## config.mk

```make
export PLATFORM = sky130hd
export DESIGN_NAME = tpu_tile_sequencer_flat
export DESIGN_NICKNAME = d
export VERILOG_FILES = /design/src/rtl/tpu_seq_pkg.sv /design/src/rtl/tpu_tile_sequencer_if.sv /design/src/rtl/tpu_phase_counter.sv /design/src/rtl/tpu_tile_sequencer.sv /design/src/flat_wrapper.sv
export SDC_FILE = /design/constraint.sdc
export NUM_CORES = 1
export LEC_CHECK = 0
export CAP_MARGIN = 20
export CORE_MARGIN = 2
export CORE_UTILIZATION = 58
export DETAILED_ROUTE_END_ITERATION = 8
export PLACE_DENSITY = 0.85
export SYNTH_ARGS = -nofsm -noshare
export SYNTH_HDL_FRONTEND = slang
export SYNTH_SLANG_ARGS = --single-unit
```

## constraint.sdc

```tcl
create_clock -name clk -period 6.4 [get_ports clk]
set_clock_uncertainty 0.2 [all_clocks]
set_input_delay 1.6 -clock clk [delete_from_list [all_inputs] [get_ports clk]]
set_output_delay 1.6 -clock clk [all_outputs]
set_load 0.02 [all_outputs]
```

## src/rtl/tpu_seq_pkg.sv

```systemverilog
// Shared definitions for the TPU tile sequencer: FSM state encoding,
// default compute-phase length and performance counter width.
package tpu_seq_pkg;

  typedef enum logic [2:0] {
    ST_IDLE     = 3'd0,
    ST_LOAD_MEM = 3'd1,
    ST_PRELOAD  = 3'd2,
    ST_CAL      = 3'd3,
    ST_OUT      = 3'd4
  } state_e;

  localparam int PERF_W = 32;

  // SIZE-1 skew + 2*SIZE-1 wavefront + 1 output cycle
  function automatic int cal_cycles_default(input int size);
    return 3 * size - 1;
  endfunction

endpackage

```

## src/rtl/tpu_tile_sequencer_if.sv

```systemverilog
// Control/handshake bundle between the tile sequencer and its memories/drain.
// Perf counter signals exist only when TPU_SEQ_PERF_CNT_EN is defined.
interface tpu_tile_sequencer_if #(
  parameter int SIZE   = 8,
  parameter int TILE_W = 8
) ();
  localparam int COL_W = $clog2(SIZE);

  logic              start;
  logic [TILE_W-1:0] num_tiles;
  logic              abort;
  logic              load_mem_done;
  logic              out_ready;
  logic              load_req;
  logic              preload_weight;
  logic              preload_cweight;
  logic              cal;
  logic              out_valid;
  logic [COL_W-1:0]  out_col;
  logic [TILE_W-1:0] tile_idx;
  logic              busy;
  logic              done;

`ifdef TPU_SEQ_PERF_CNT_EN
  logic [tpu_seq_pkg::PERF_W-1:0] perf_cycles;
  logic [tpu_seq_pkg::PERF_W-1:0] perf_stall;

  modport master (
    output start, num_tiles, abort, load_mem_done, out_ready,
    input  load_req, preload_weight, preload_cweight, cal, out_valid,
    input  out_col, tile_idx, busy, done, perf_cycles, perf_stall
  );
  modport slave (
    input  start, num_tiles, abort, load_mem_done, out_ready,
    output load_req, preload_weight, preload_cweight, cal, out_valid,
    output out_col, tile_idx, busy, done, perf_cycles, perf_stall
  );
`else
  modport master (
    output start, num_tiles, abort, load_mem_done, out_ready,
    input  load_req, preload_weight, preload_cweight, cal, out_valid,
    input  out_col, tile_idx, busy, done
  );
  modport slave (
    input  start, num_tiles, abort, load_mem_done, out_ready,
    output load_req, preload_weight, preload_cweight, cal, out_valid,
    output out_col, tile_idx, busy, done
  );
`endif

endinterface

```

## src/rtl/tpu_phase_counter.sv

```systemverilog
// Loadable up-counter with clear (highest priority) and a terminal-count
// compare against a caller-supplied last value.
module tpu_phase_counter #(
  parameter int W = 5
) (
  input  logic         clk,
  input  logic         rst,
  input  logic         i_clr,
  input  logic         i_load,
  input  logic [W-1:0] i_load_val,
  input  logic         i_en,
  input  logic [W-1:0] i_tc_val,
  output logic [W-1:0] o_cnt,
  output logic         o_tc
);

  logic [W-1:0] r_cnt;

  // count register: clear > load > increment > hold
  always_ff @(posedge clk or negedge rst) begin
    if (!rst) begin
      r_cnt <= {W{1'b0}};
    end else if (i_clr) begin
      r_cnt <= {W{1'b0}};
    end else if (i_load) begin
      r_cnt <= i_load_val;
    end else if (i_en) begin
      r_cnt <= r_cnt + W'(1);
    end else begin
      r_cnt <= r_cnt;
    end
  end

  assign o_cnt = r_cnt;
  assign o_tc  = (r_cnt == i_tc_val);

endmodule

```

## src/rtl/tpu_tile_sequencer.sv

```systemverilog
// Multi-tile TPU sequencer: load -> weight preload -> compute -> ready/valid drain.
// Define TPU_SEQ_PERF_CNT_EN to add busy-cycle and drain-stall counters.
module tpu_tile_sequencer
  import tpu_seq_pkg::*;
#(
  parameter int SIZE       = 8,
  parameter int CROWS      = 3,
  parameter int CAL_CYCLES = cal_cycles_default(SIZE),
  parameter int TILE_W     = 8,
  parameter int CNT_W      = $clog2(CAL_CYCLES + 1)
) (
  input  logic                clk,
  input  logic                rst,
  tpu_tile_sequencer_if.slave bus
);

  localparam int COL_W = $clog2(SIZE);
  localparam logic [CNT_W-1:0] L_PRE_LAST = CNT_W'(SIZE - 1);
  localparam logic [CNT_W-1:0] L_CAL_LAST = CNT_W'(CAL_CYCLES - 1);
  localparam logic [CNT_W-1:0] L_CROWS    = CNT_W'(CROWS);
  localparam logic [COL_W-1:0] L_COL_LAST = COL_W'(SIZE - 1);

  state_e r_state;
  state_e w_state_next;

  logic [TILE_W-1:0] r_num_tiles;
  logic [TILE_W-1:0] r_tile_idx;
  logic r_load_req, r_preload_weight, r_preload_cweight, r_cal;
  logic r_out_valid, r_busy, r_done;

  logic [CNT_W-1:0] w_phase_cnt, w_phase_inc, w_phase_tc_val;
  logic             w_phase_tc, w_phase_clr, w_phase_en;
  logic [COL_W-1:0] w_col;
  logic             w_col_tc, w_col_clr;

  logic w_abort, w_start_ok, w_start_zero, w_hs, w_last_col, w_last_tile;

  assign w_abort      = bus.abort && (r_state != ST_IDLE);
  assign w_start_ok   = (r_state == ST_IDLE) && bus.start && (bus.num_tiles != {TILE_W{1'b0}});
  assign w_start_zero = (r_state == ST_IDLE) && bus.start && (bus.num_tiles == {TILE_W{1'b0}});
  assign w_hs         = (r_state == ST_OUT) && bus.out_ready;
  assign w_last_col   = w_hs && w_col_tc;
  assign w_last_tile  = ({1'b0, r_tile_idx} + {{TILE_W{1'b0}}, 1'b1}) >= {1'b0, r_num_tiles};

  // next-state decode; abort overrides every busy state
  always_comb begin
    w_state_next = r_state;
    if (w_abort) begin
      w_state_next = ST_IDLE;
    end else begin
      case (r_state)
        ST_IDLE: begin
          if (w_start_ok) w_state_next = ST_LOAD_MEM;
          else            w_state_next = ST_IDLE;
        end
        ST_LOAD_MEM: begin
          if (bus.load_mem_done) w_state_next = ST_PRELOAD;
          else                   w_state_next = ST_LOAD_MEM;
        end
        ST_PRELOAD: begin
          if (w_phase_tc) w_state_next = ST_CAL;
          else            w_state_next = ST_PRELOAD;
        end
        ST_CAL: begin
          if (w_phase_tc) w_state_next = ST_OUT;
          else            w_state_next = ST_CAL;
        end
        ST_OUT: begin
          if (w_last_col) begin
            if (w_last_tile) w_state_next = ST_IDLE;
            else             w_state_next = ST_LOAD_MEM;
          end else begin
            w_state_next = ST_OUT;
          end
        end
        default: w_state_next = ST_IDLE;
      endcase
    end
  end

  // state register
  always_ff @(posedge clk or negedge rst) begin
    if (!rst) r_state <= ST_IDLE;
    else      r_state <= w_state_next;
  end

  // Moore strobes registered from the next state so they line up with it
  always_ff @(posedge clk or negedge rst) begin
    if (!rst) begin
      r_load_req        <= 1'b0;
      r_preload_weight  <= 1'b0;
      r_preload_cweight <= 1'b0;
      r_cal             <= 1'b0;
      r_out_valid       <= 1'b0;
      r_busy            <= 1'b0;
      r_done            <= 1'b0;
    end else begin
      r_load_req        <= (w_state_next == ST_LOAD_MEM) && (r_state != ST_LOAD_MEM);
      r_preload_weight  <= (w_state_next == ST_PRELOAD);
      r_preload_cweight <= (w_state_next == ST_PRELOAD) &&
                           ((r_state != ST_PRELOAD) || (w_phase_inc < L_CROWS));
      r_cal             <= (w_state_next == ST_CAL);
      r_out_valid       <= (w_state_next == ST_OUT);
      r_busy            <= (w_state_next != ST_IDLE);
      r_done            <= w_start_zero || (w_last_col && w_last_tile && !w_abort);
    end
  end

  // job bookkeeping: tile count latch and current tile
  always_ff @(posedge clk or negedge rst) begin
    if (!rst) begin
      r_num_tiles <= {TILE_W{1'b0}};
      r_tile_idx  <= {TILE_W{1'b0}};
    end else if (w_abort) begin
      r_num_tiles <= {TILE_W{1'b0}};
      r_tile_idx  <= {TILE_W{1'b0}};
    end else if (w_start_ok) begin
      r_num_tiles <= bus.num_tiles;
      r_tile_idx  <= {TILE_W{1'b0}};
    end else if (w_last_col && !w_last_tile) begin
      r_num_tiles <= r_num_tiles;
      r_tile_idx  <= r_tile_idx + TILE_W'(1);
    end else begin
      r_num_tiles <= r_num_tiles;
      r_tile_idx  <= r_tile_idx;
    end
  end

  assign w_phase_clr    = (w_state_next != r_state);
  assign w_phase_en     = (r_state == ST_PRELOAD) || (r_state == ST_CAL);
  assign w_phase_tc_val = (r_state == ST_CAL) ? L_CAL_LAST : L_PRE_LAST;
  assign w_phase_inc    = w_phase_cnt + CNT_W'(1);

  tpu_phase_counter #(.W(CNT_W)) u_phase_cnt (
    .clk        (clk),
    .rst        (rst),
    .i_clr      (w_phase_clr),
    .i_load     (1'b0),
    .i_load_val ({CNT_W{1'b0}}),
    .i_en       (w_phase_en),
    .i_tc_val   (w_phase_tc_val),
    .o_cnt      (w_phase_cnt),
    .o_tc       (w_phase_tc)
  );

  // column index restarts on every phase change so it never wraps
  assign w_col_clr = (r_state != ST_OUT) || (w_state_next != r_state);

  tpu_phase_counter #(.W(COL_W)) u_col_cnt (
    .clk        (clk),
    .rst        (rst),
    .i_clr      (w_col_clr),
    .i_load     (1'b0),
    .i_load_val ({COL_W{1'b0}}),
    .i_en       (w_hs),
    .i_tc_val   (L_COL_LAST),
    .o_cnt      (w_col),
    .o_tc       (w_col_tc)
  );

`ifdef TPU_SEQ_PERF_CNT_EN
  logic [PERF_W-1:0] r_perf_cycles;
  logic [PERF_W-1:0] r_perf_stall;

  // saturating busy-cycle and drain-stall counters, cleared by a start in IDLE
  always_ff @(posedge clk or negedge rst) begin
    if (!rst) begin
      r_perf_cycles <= {PERF_W{1'b0}};
      r_perf_stall  <= {PERF_W{1'b0}};
    end else if ((r_state == ST_IDLE) && bus.start) begin
      r_perf_cycles <= {PERF_W{1'b0}};
      r_perf_stall  <= {PERF_W{1'b0}};
    end else begin
      if (r_busy && !(&r_perf_cycles)) r_perf_cycles <= r_perf_cycles + PERF_W'(1);
      else                             r_perf_cycles <= r_perf_cycles;
      if ((r_state == ST_OUT) && !bus.out_ready && !(&r_perf_stall))
        r_perf_stall <= r_perf_stall + PERF_W'(1);
      else
        r_perf_stall <= r_perf_stall;
    end
  end

  assign bus.perf_cycles = r_perf_cycles;
  assign bus.perf_stall  = r_perf_stall;
`endif

  assign bus.load_req        = r_load_req;
  assign bus.preload_weight  = r_preload_weight;
  assign bus.preload_cweight = r_preload_cweight;
  assign bus.cal             = r_cal;
  assign bus.out_valid       = r_out_valid;
  assign bus.out_col         = w_col;
  assign bus.tile_idx        = r_tile_idx;
  assign bus.busy            = r_busy;
  assign bus.done            = r_done;

endmodule

```

## src/flat_wrapper.sv

```systemverilog
// flat-port wrapper written by rule: the top's interface ports become plain ports
module tpu_tile_sequencer_flat import tpu_seq_pkg::*;
#(
  parameter int SIZE       = 8,
  parameter int CROWS      = 3,
  parameter int CAL_CYCLES = cal_cycles_default(SIZE),
  parameter int TILE_W     = 8,
  parameter int CNT_W      = $clog2(CAL_CYCLES + 1)
)
  (clk, rst, bus_start, bus_num_tiles, bus_abort, bus_load_mem_done, bus_out_ready, bus_load_req, bus_preload_weight, bus_preload_cweight, bus_cal, bus_out_valid, bus_out_col, bus_tile_idx, bus_busy, bus_done);
  tpu_tile_sequencer_if #(.SIZE(SIZE), .TILE_W(TILE_W)) bus_i ();
  input  logic clk;
  input  logic rst;
  input wire logic [$bits(bus_i.start)-1:0] bus_start;
  input wire logic [$bits(bus_i.num_tiles)-1:0] bus_num_tiles;
  input wire logic [$bits(bus_i.abort)-1:0] bus_abort;
  input wire logic [$bits(bus_i.load_mem_done)-1:0] bus_load_mem_done;
  input wire logic [$bits(bus_i.out_ready)-1:0] bus_out_ready;
  output wire logic [$bits(bus_i.load_req)-1:0] bus_load_req;
  output wire logic [$bits(bus_i.preload_weight)-1:0] bus_preload_weight;
  output wire logic [$bits(bus_i.preload_cweight)-1:0] bus_preload_cweight;
  output wire logic [$bits(bus_i.cal)-1:0] bus_cal;
  output wire logic [$bits(bus_i.out_valid)-1:0] bus_out_valid;
  output wire logic [$bits(bus_i.out_col)-1:0] bus_out_col;
  output wire logic [$bits(bus_i.tile_idx)-1:0] bus_tile_idx;
  output wire logic [$bits(bus_i.busy)-1:0] bus_busy;
  output wire logic [$bits(bus_i.done)-1:0] bus_done;
  assign bus_i.start = bus_start;
  assign bus_i.num_tiles = bus_num_tiles;
  assign bus_i.abort = bus_abort;
  assign bus_i.load_mem_done = bus_load_mem_done;
  assign bus_i.out_ready = bus_out_ready;
  assign bus_load_req = bus_i.load_req;
  assign bus_preload_weight = bus_i.preload_weight;
  assign bus_preload_cweight = bus_i.preload_cweight;
  assign bus_cal = bus_i.cal;
  assign bus_out_valid = bus_i.out_valid;
  assign bus_out_col = bus_i.out_col;
  assign bus_tile_idx = bus_i.tile_idx;
  assign bus_busy = bus_i.busy;
  assign bus_done = bus_i.done;
  tpu_tile_sequencer #(.SIZE(SIZE), .CROWS(CROWS), .CAL_CYCLES(CAL_CYCLES), .TILE_W(TILE_W), .CNT_W(CNT_W)) u_core (.clk(clk), .rst(rst), .bus(bus_i));
endmodule
```

==> summary.md, run 1 <==
| Metric | Value |
|---|---|
| Run status | `complete, no violations` |
| Crit Path Category | `reg -> reg` |
| Setup violators final | `0` |
| Initial antenna violation count | `0` |
| Final hold vios | `0` |
| Peak VDD IR | `about 210 uV` |
| Clk Latency, worst-skew pair | `between 0.3 and 0.4 ns` |
| Hold Crit Class | `reg -> reg` |
| Most frequent cells in the layout | `dfrtp_1 (34), clkdlybuf4s50_1 (31), nor2_1 (28), a21oi_1 (15), nand2_1 (14)` |
| Arrival time at the worst endpoint | `around 3.7 ns` |
| Gr usage total | `22.3%` |
| Setup ws final | `roughly 2.8 ns` |
| Area added between synthesis and finish | `18.2%` |
| Clock period minus worst slack | `roughly 3.6 ns` |
| Final WL | `approximately 4000 um` |
| Grt met2 use | `36.6%` |
| H-tree Lvls | `2` |
| Share of post-route cells with drive strength above 1 | `around 11%` |
| Gr busiest metal | `met2` |
| DR DRC count | `0` |
| Number of global-route vias before repair | `~1.5k` |
| Max Clk Rate | `about 280 MHz` |
| Max clock buf depth | `2` |
| Reg2Reg Depth | `10` |
| Wire length per cell | `13.6 um` |
| WHS Path Cells | `2` |
| TritonCTS clock tree | `done` |
| Pwr Density | `275 nW/um^2` |
| Vias | `1593` |
| Non-Filler Instances | `290` |
| Dpl hpwl | `around 2900 um` |
| Syn Inst Count | `roughly 210` |
| Placed Cells | `between 200 and 300` |
| Die Wd | `63.3 um` |
| Register bit total from synthesis | `34` |
| M1 GR Usage | `28.3%` |
| Final instance area | `about 2400 um^2` |
| CP Data Required Time | `6.49 ns` |
| First-pass GRT wire length | `about 7000 um` |
| Synthesized area per cell | `~9.7 um^2` |
| Clock slew at reported path FFs | `~0.11 ns` |
| Met3 usage | `under 10%` |
| Synth unique cells | `52` |
| Total iterations of the first detailed-routing run | `4` |
| Worst slew margin | `around half` |
| Clk sink count | `34` |
| FILL cells | `~290` |
| Vias per cell | `5.49` |
| Placed Area | `~2400 um^2` |
| Most frequent standard cell in the layout excluding fill and tap cells | `dfrtp_1` |
| Starting Density | `between 60% and 70%` |
| Port buffer count | `31` |
| Total grt overflow | `0` |
| Sequential fraction of the synthesis area | `41.7%` |
| Fin nets | `269` |
| Slew Viols, Final | `0` |
| Antenna diode count | `0` |
| Critical path startpoint category | `flip-flop` |
| Warnings from Yosys | `0` |
| Total negative setup slack | `0 ns` |
| GPL Wtd Cong | `0.827` |
| Number of cell rows | `21` |
| Cts repair resizes | `0` |
| Leak | `1.06 nW` |
| Critical path peak fanout | `15` |
| Max-Cap Viols | `0` |
| Worst slew pin tran | `0.735 ns` |
| Hold_buf cts | `0` |
| I/O pin cnt | `32` |
| Core area | `around 3400 um^2` |
| Fin crit share | `a little under three fifths` |
| Crit. End Element | `flip-flop` |
| Place WS | `approximately 2.5 ns` |
| Synthesized Nets | `~240` |
| Post-CTS Setup Bufs | `0` |
| Clk root buf | `clkbuf_4` |
| Die area | `4010 um^2` |
| DIE HEIGHT | `63.3 um` |
| RSZ-0062 raised after global routing | `false` |
| CTS Buf Count | `5` |
| Synthesized area | `roughly 2000 um^2` |
| Fin Hold WS | `about 0.37 ns` |
| Largest net degree at the start of global routing | `35` |
| Post-DRT Antenna Nets | `0` |
| Iteration-0 DRC Markers | `around 110` |
[cell type report]
class / instances / area (um^2) / area share, %
multi-input combinational: 156 / 1070 / 44.5
clock inverter: 1 / 5.00 / 0.207
sequential: 34 / 851 / 35.3
clock buffer: 7 / 55.1 / 2.28
inverter: 14 / 52.6 / 2.18
timing repair buffer: 32 / 318 / 13.2
tap: 46 / 57.6 / 2.38
[state kept, by name, indices dropped and copies added (netlist names)]
name	cells
u_core.bus.done	1
u_core.bus.busy	1
u_core.r_num_tiles	8
u_core.bus.load_req	1
u_core.bus.preload_cweight	1
u_core.bus.preload_weight	1
u_core.u_col_cnt.o_cnt	3
u_core.bus.cal	1
u_core.r_state	3
u_core.u_phase_cnt.o_cnt	5
u_core.bus.out_valid	1
u_core.bus.tile_idx	8
[power breakdown]
group	internal [W]	total [W]	switching, W
Clock	0.0000532	0.000126	0.0000727
Sequential	0.000255	0.000286	0.0000317
Combinational	0.000108	0.000252	0.000144
[worst max-delay path, cell delays in order, from the launching register on]
cell       delay (ns)
dfrtp_1          0.46
nand3_1          0.18
or2_1            0.31
or2_0            0.29
xnor2_1          0.16
ha_1             0.33
and3_4           0.20
a221oi_2         0.32
o2111ai_2        0.39
or3_2            0.53
a21oi_1          0.15
[cell families (layout without fill, tap and decap cells)]
group | count (synthesis) | after routing | synth area share [%]
AO/OA/AOI/OAI | 46 | 46 | 16.5
XOR/XNOR | 13 | 13 | 5.58
adder cells (fa/ha/maj) | 12 | 12 | 7.35
buffers and inverters | 21 | 54 | 5.70
flip-flops | 34 | 34 | 41.7
multiplexers | 4 | 4 | 1.96
AND/OR/NAND/NOR | 81 | 81 | 21.3
[synthesized netlist by cell type (all sizes together)]
library cell	count	area share, %
or2b	1	0.37
nor3	3	0.74
o2111ai	1	0.74
a221oi	1	0.74
o22a	1	0.43
o211ai	1	0.37
nor2	28	5.1
nand3b	4	1.5
a2111oi	2	0.86
nor2b	2	0.61
xor2	5	2.1
and3b	1	0.43
a21oi	19	5.8
dfrtp	34	42
ha	12	7.4
xnor2	8	3.4
a31oi	1	0.31
nand4	2	0.61
a21boi	1	0.37
nand3	6	1.5
or4b	1	0.67
mux2i	4	2.0
inv	14	2.6
o311a	1	0.49
o21ai	7	1.7
nand2	14	2.6
nand2b	1	0.31
o31ai	4	1.5
or2	5	1.5
o22ai	1	0.61
a211oi	1	0.61
nor4	3	1.7
clkbuf	2	0.86
o32ai	1	0.43
a211o	1	0.43
or3	7	2.4
and3	2	0.86
nand4b	1	0.43
buf	5	2.3
a21o	3	1.2
[path summary, 6_finish.rpt]
| kind | startpoint | to | slack [ns] |
|---|---|---|---|
| hold / removal | u_core.r_num_tiles[0] | u_core.r_num_tiles[0] | 0.37 |
| setup reg to reg | u_core.bus.tile_idx[0] | u_core.bus.tile_idx[4] | 2.81 |
| min in group asynchronous | rst | u_core.bus.tile_idx[7] | 1.44 |
| max in group asynchronous | rst | u_core.u_phase_cnt.o_cnt[0] | 4.23 |
| setup / recovery | u_core.bus.tile_idx[0] | u_core.bus.tile_idx[4] | 2.81 |
| hold reg to reg | u_core.r_num_tiles[0] | u_core.r_num_tiles[0] | 0.37 |
[per-layer routing]
metal  share of wire (%)  wire length (um)  up-vias
met3                 4.1               161        6
met1                  45              1800      758
met5                   0                 0        -
met4                 1.6                62        0
li1                    -                 -      807
met2                  49              1930       22
[metrics by stage]
stage | power (W) | utilization, %
detailed placement | 0.000543 | 70.0
finish | 0.000664 | 71.8
CTS | 0.000670 | 71.8
global placement | 0.000537 | 70.0
global route | 0.000716 | 71.8
floorplan | 0.000481 | -
No activity file was read; power rests on OpenSTA's default activity.
==> inputs of run 2 (changes only) <==
Settings changed: CORE_UTILIZATION 58 to 48, PLACE_DENSITY 0.85 to 0.75.
Clock period 6.4 ns to 3.26 ns, I/O delays scaled along.
==> run 2 against run 1 <==
  * Maximum frequency grew 13%
  * Count of clock-buffer cells in the layout stayed put
  * Sequential share of layout area decreased by 3.3 points
  * Sequential power increased by 98%
  * Final cell count increased by 7.2%
  * Combinational power increased by 110%
  * Global-route usage shrank 4.0 points
  * Power increased by 120%
  * Register-to-register slack got worse by 2.7 ns
  * Worst setup slack worse by 2.7 ns
  * Wire length up 14%
==> summary.md, run 2 (synthesis results as in run 1) <==
| Metric | Value |
|---|---|
| Final WL | `4510 um (+14%)` |
| Share of post-route cells with drive strength above 1 | `18.8% (+7.3 points)` |
| Setup ws final | `0.0785 ns (-2.73 ns)` |
| Max Clk Rate | `314 MHz (+13%)` |
| Final instance area | `2660 um^2 (+10%)` |
| Final hold vios | `0 (unchanged)` |
| Fin nets | `286 (+6.3%)` |
| Fin crit share | `97.6% (+42 points)` |
| Worst slew margin | `66.1% (+15 points)` |
| Hold Crit Class | `reg -> reg` |
| H-tree Lvls | `2 (unchanged)` |
| Arrival time at the worst endpoint | `3.19 ns (-0.48 ns)` |
| First-pass GRT wire length | `7080 um (+0.78%)` |
| Hold_buf cts | `0 (unchanged)` |
| Worst slew pin tran | `0.506 ns (-0.229 ns)` |
| Gr usage total | `18.3% (-4.0 points)` |
| I/O pin cnt | `32 (unchanged)` |
| Crit. End Element | `flip-flop` |
| Die Wd | `69.2 um (+9.3%)` |
| Initial antenna violation count | `0 (unchanged)` |
| Max-Cap Viols | `0 (unchanged)` |
| Pwr Density | `557 nW/um^2 (+100%)` |
| Antenna diode count | `0 (unchanged)` |
| Wire length per cell | `14.5 um (+6.3%)` |
| Most frequent standard cell in the layout excluding fill and tap cells | `dfrtp_1` |
| Dpl hpwl | `3050 um (+6.7%)` |
| Met2 Wirelength | `2270 um (+18%)` |
| Most frequent cells in the layout | `dfrtp_1 (34), clkdlybuf4s50_1 (31), nor2_1 (28), buf_4 (17), a21oi_1 (15)` |
| Non-Filler Instances | `311 (+7.2%)` |
| Slew Viols, Final | `0 (unchanged)` |
| Peak VDD IR | `310 uV (+47%)` |
| Routed met3 length | `152 um (-5.6%)` |
| Max clock buf depth | `2 (unchanged)` |
| Total grt overflow | `0 (unchanged)` |
| Post-DRT Antenna Nets | `0 (unchanged)` |
| Clk root buf | `clkbuf_8` |
| Fin util | `65.6% (-6.1 points)` |
| TritonCTS clock tree | `done` |
| Critical path peak fanout | `7 (-8)` |
| Die area | `4790 um^2 (+19%)` |
| DIE HEIGHT | `69.2 um (+9.3%)` |
| Clock period minus worst slack | `3.18 ns (-0.408 ns)` |
| Clk sink count | `34 (unchanged)` |
| Starting Density | `50.3% (-10 points)` |
| CP Data Required Time | `3.27 ns (-3.22 ns)` |
| Vias per cell | `5.46 (-0.66%)` |
| Total negative setup slack | `0 ns (unchanged)` |
| Total iterations of the first detailed-routing run | `4 (unchanged)` |
| Top layer in use | `met4` |
| Placed Cells | `299 (+6.0%)` |
| Vias | `1697 (+6.5%)` |
| Critical path startpoint category | `flip-flop` |
| DR DRC count | `0 (unchanged)` |
| Placed Area | `2460 um^2 (+4.4%)` |
| Crit Path Category | `reg -> reg` |
| Number of cell rows | `23 (+9.5%)` |
| Number of global-route vias before repair | `1568 (+2.0%)` |
| Iteration-0 DRC Markers | `77 (-31%)` |
| Clock slew at reported path FFs | `0.07 ns (-0.04 ns)` |
| Leak | `1.17 nW (+10%)` |
| Place WS | `-0.0154 ns (-2.50 ns)` |
| GPL Wtd Cong | `0.793 (-4.1%)` |
| Setup violators final | `0 (unchanged)` |
| Area added between synthesis and finish | `30.5%` |
| Clk Latency, worst-skew pair | `0.29 ns (-0.06 ns)` |
| Largest net degree at the start of global routing | `35 (unchanged)` |
| Post-Route M1 WL | `2010 um (+12%)` |
| Run status | `complete, no violations` |
| Port buffer count | `31 (unchanged)` |
| CTS Buf Count | `5 (unchanged)` |
| Core area | `4060 um^2 (+21%)` |
[run 2: worst paths after layout]
check / slack (ns) / from / cells after the start / endpoint
max in group asynchronous: 1.82 / rst / 2 / u_core.u_col_cnt.o_cnt[0]
setup / recovery: 0.08 / u_core.bus.tile_idx[0] / 10 / u_core.bus.tile_idx[4]
hold / removal: 0.35 / u_core.u_col_cnt.o_cnt[2] / 2 / u_core.u_col_cnt.o_cnt[2]
min in group asynchronous: 0.74 / rst / 2 / u_core.bus.tile_idx[6]
setup reg to reg: 0.08 / u_core.bus.tile_idx[0] / 10 / u_core.bus.tile_idx[4]
hold reg to reg: 0.35 / u_core.u_col_cnt.o_cnt[2] / 2 / u_core.u_col_cnt.o_cnt[2]
[run 2: layout make-up]
| type | instances | area [um^2] |
|---|---|---|
| sequential | 34 | 851 |
| timing repair buffer | 48 | 438 |
| tap | 50 | 62.6 |
| fill | 335 | 1390 |
| inverter | 14 | 52.6 |
| clock inverter | 1 | 30.0 |
| clock buffer | 7 | 76.3 |
| multi-input combinational | 157 | 1150 |
[run 2: report_power, final]
part	switching [W]	internal (W)
registers	0.0000650	0.000501
logic	0.000314	0.000227
clock network	0.000148	0.000229
total	0.000527	0.000957
[run 2: per-stage QoR]
step	hold WS [ns]	total power (W)
final	0.352	0.00148
after global routing	0.394	0.00158
after CTS	0.356	0.00147
after detailed placement	0.340	0.00108
after global placement	0.326	0.00107
after floorplan	0.290	0.000944
[run 2: timing repair]
item	in CTS	in global routing
pin swaps	0	4
gates cloned	0	1
setup endpoints to repair	4	13
setup buffers	0	3
endpoints found under the hold margin	0	0
resized for setup	1	8
[run 2: worst max-delay path, stage by stage, from the launching register on]
cell and delay (ns):
dfrtp_1 0.38, nand3_1 0.12, or2_1 0.27, or2_4 0.29
xnor2_4 0.20, ha_4 0.24, and3_4 0.19, a221oi_4 0.36
o2111ai_4 0.23, or3_2 0.45, a21oi_1 0.17
[run 2: layer usage]
layer	GRT usage, %	vias up
met5	0	-
met3	3.63	5
met4	7.19	0
met1	24.1	813
met2	29.8	33
li1	-	846
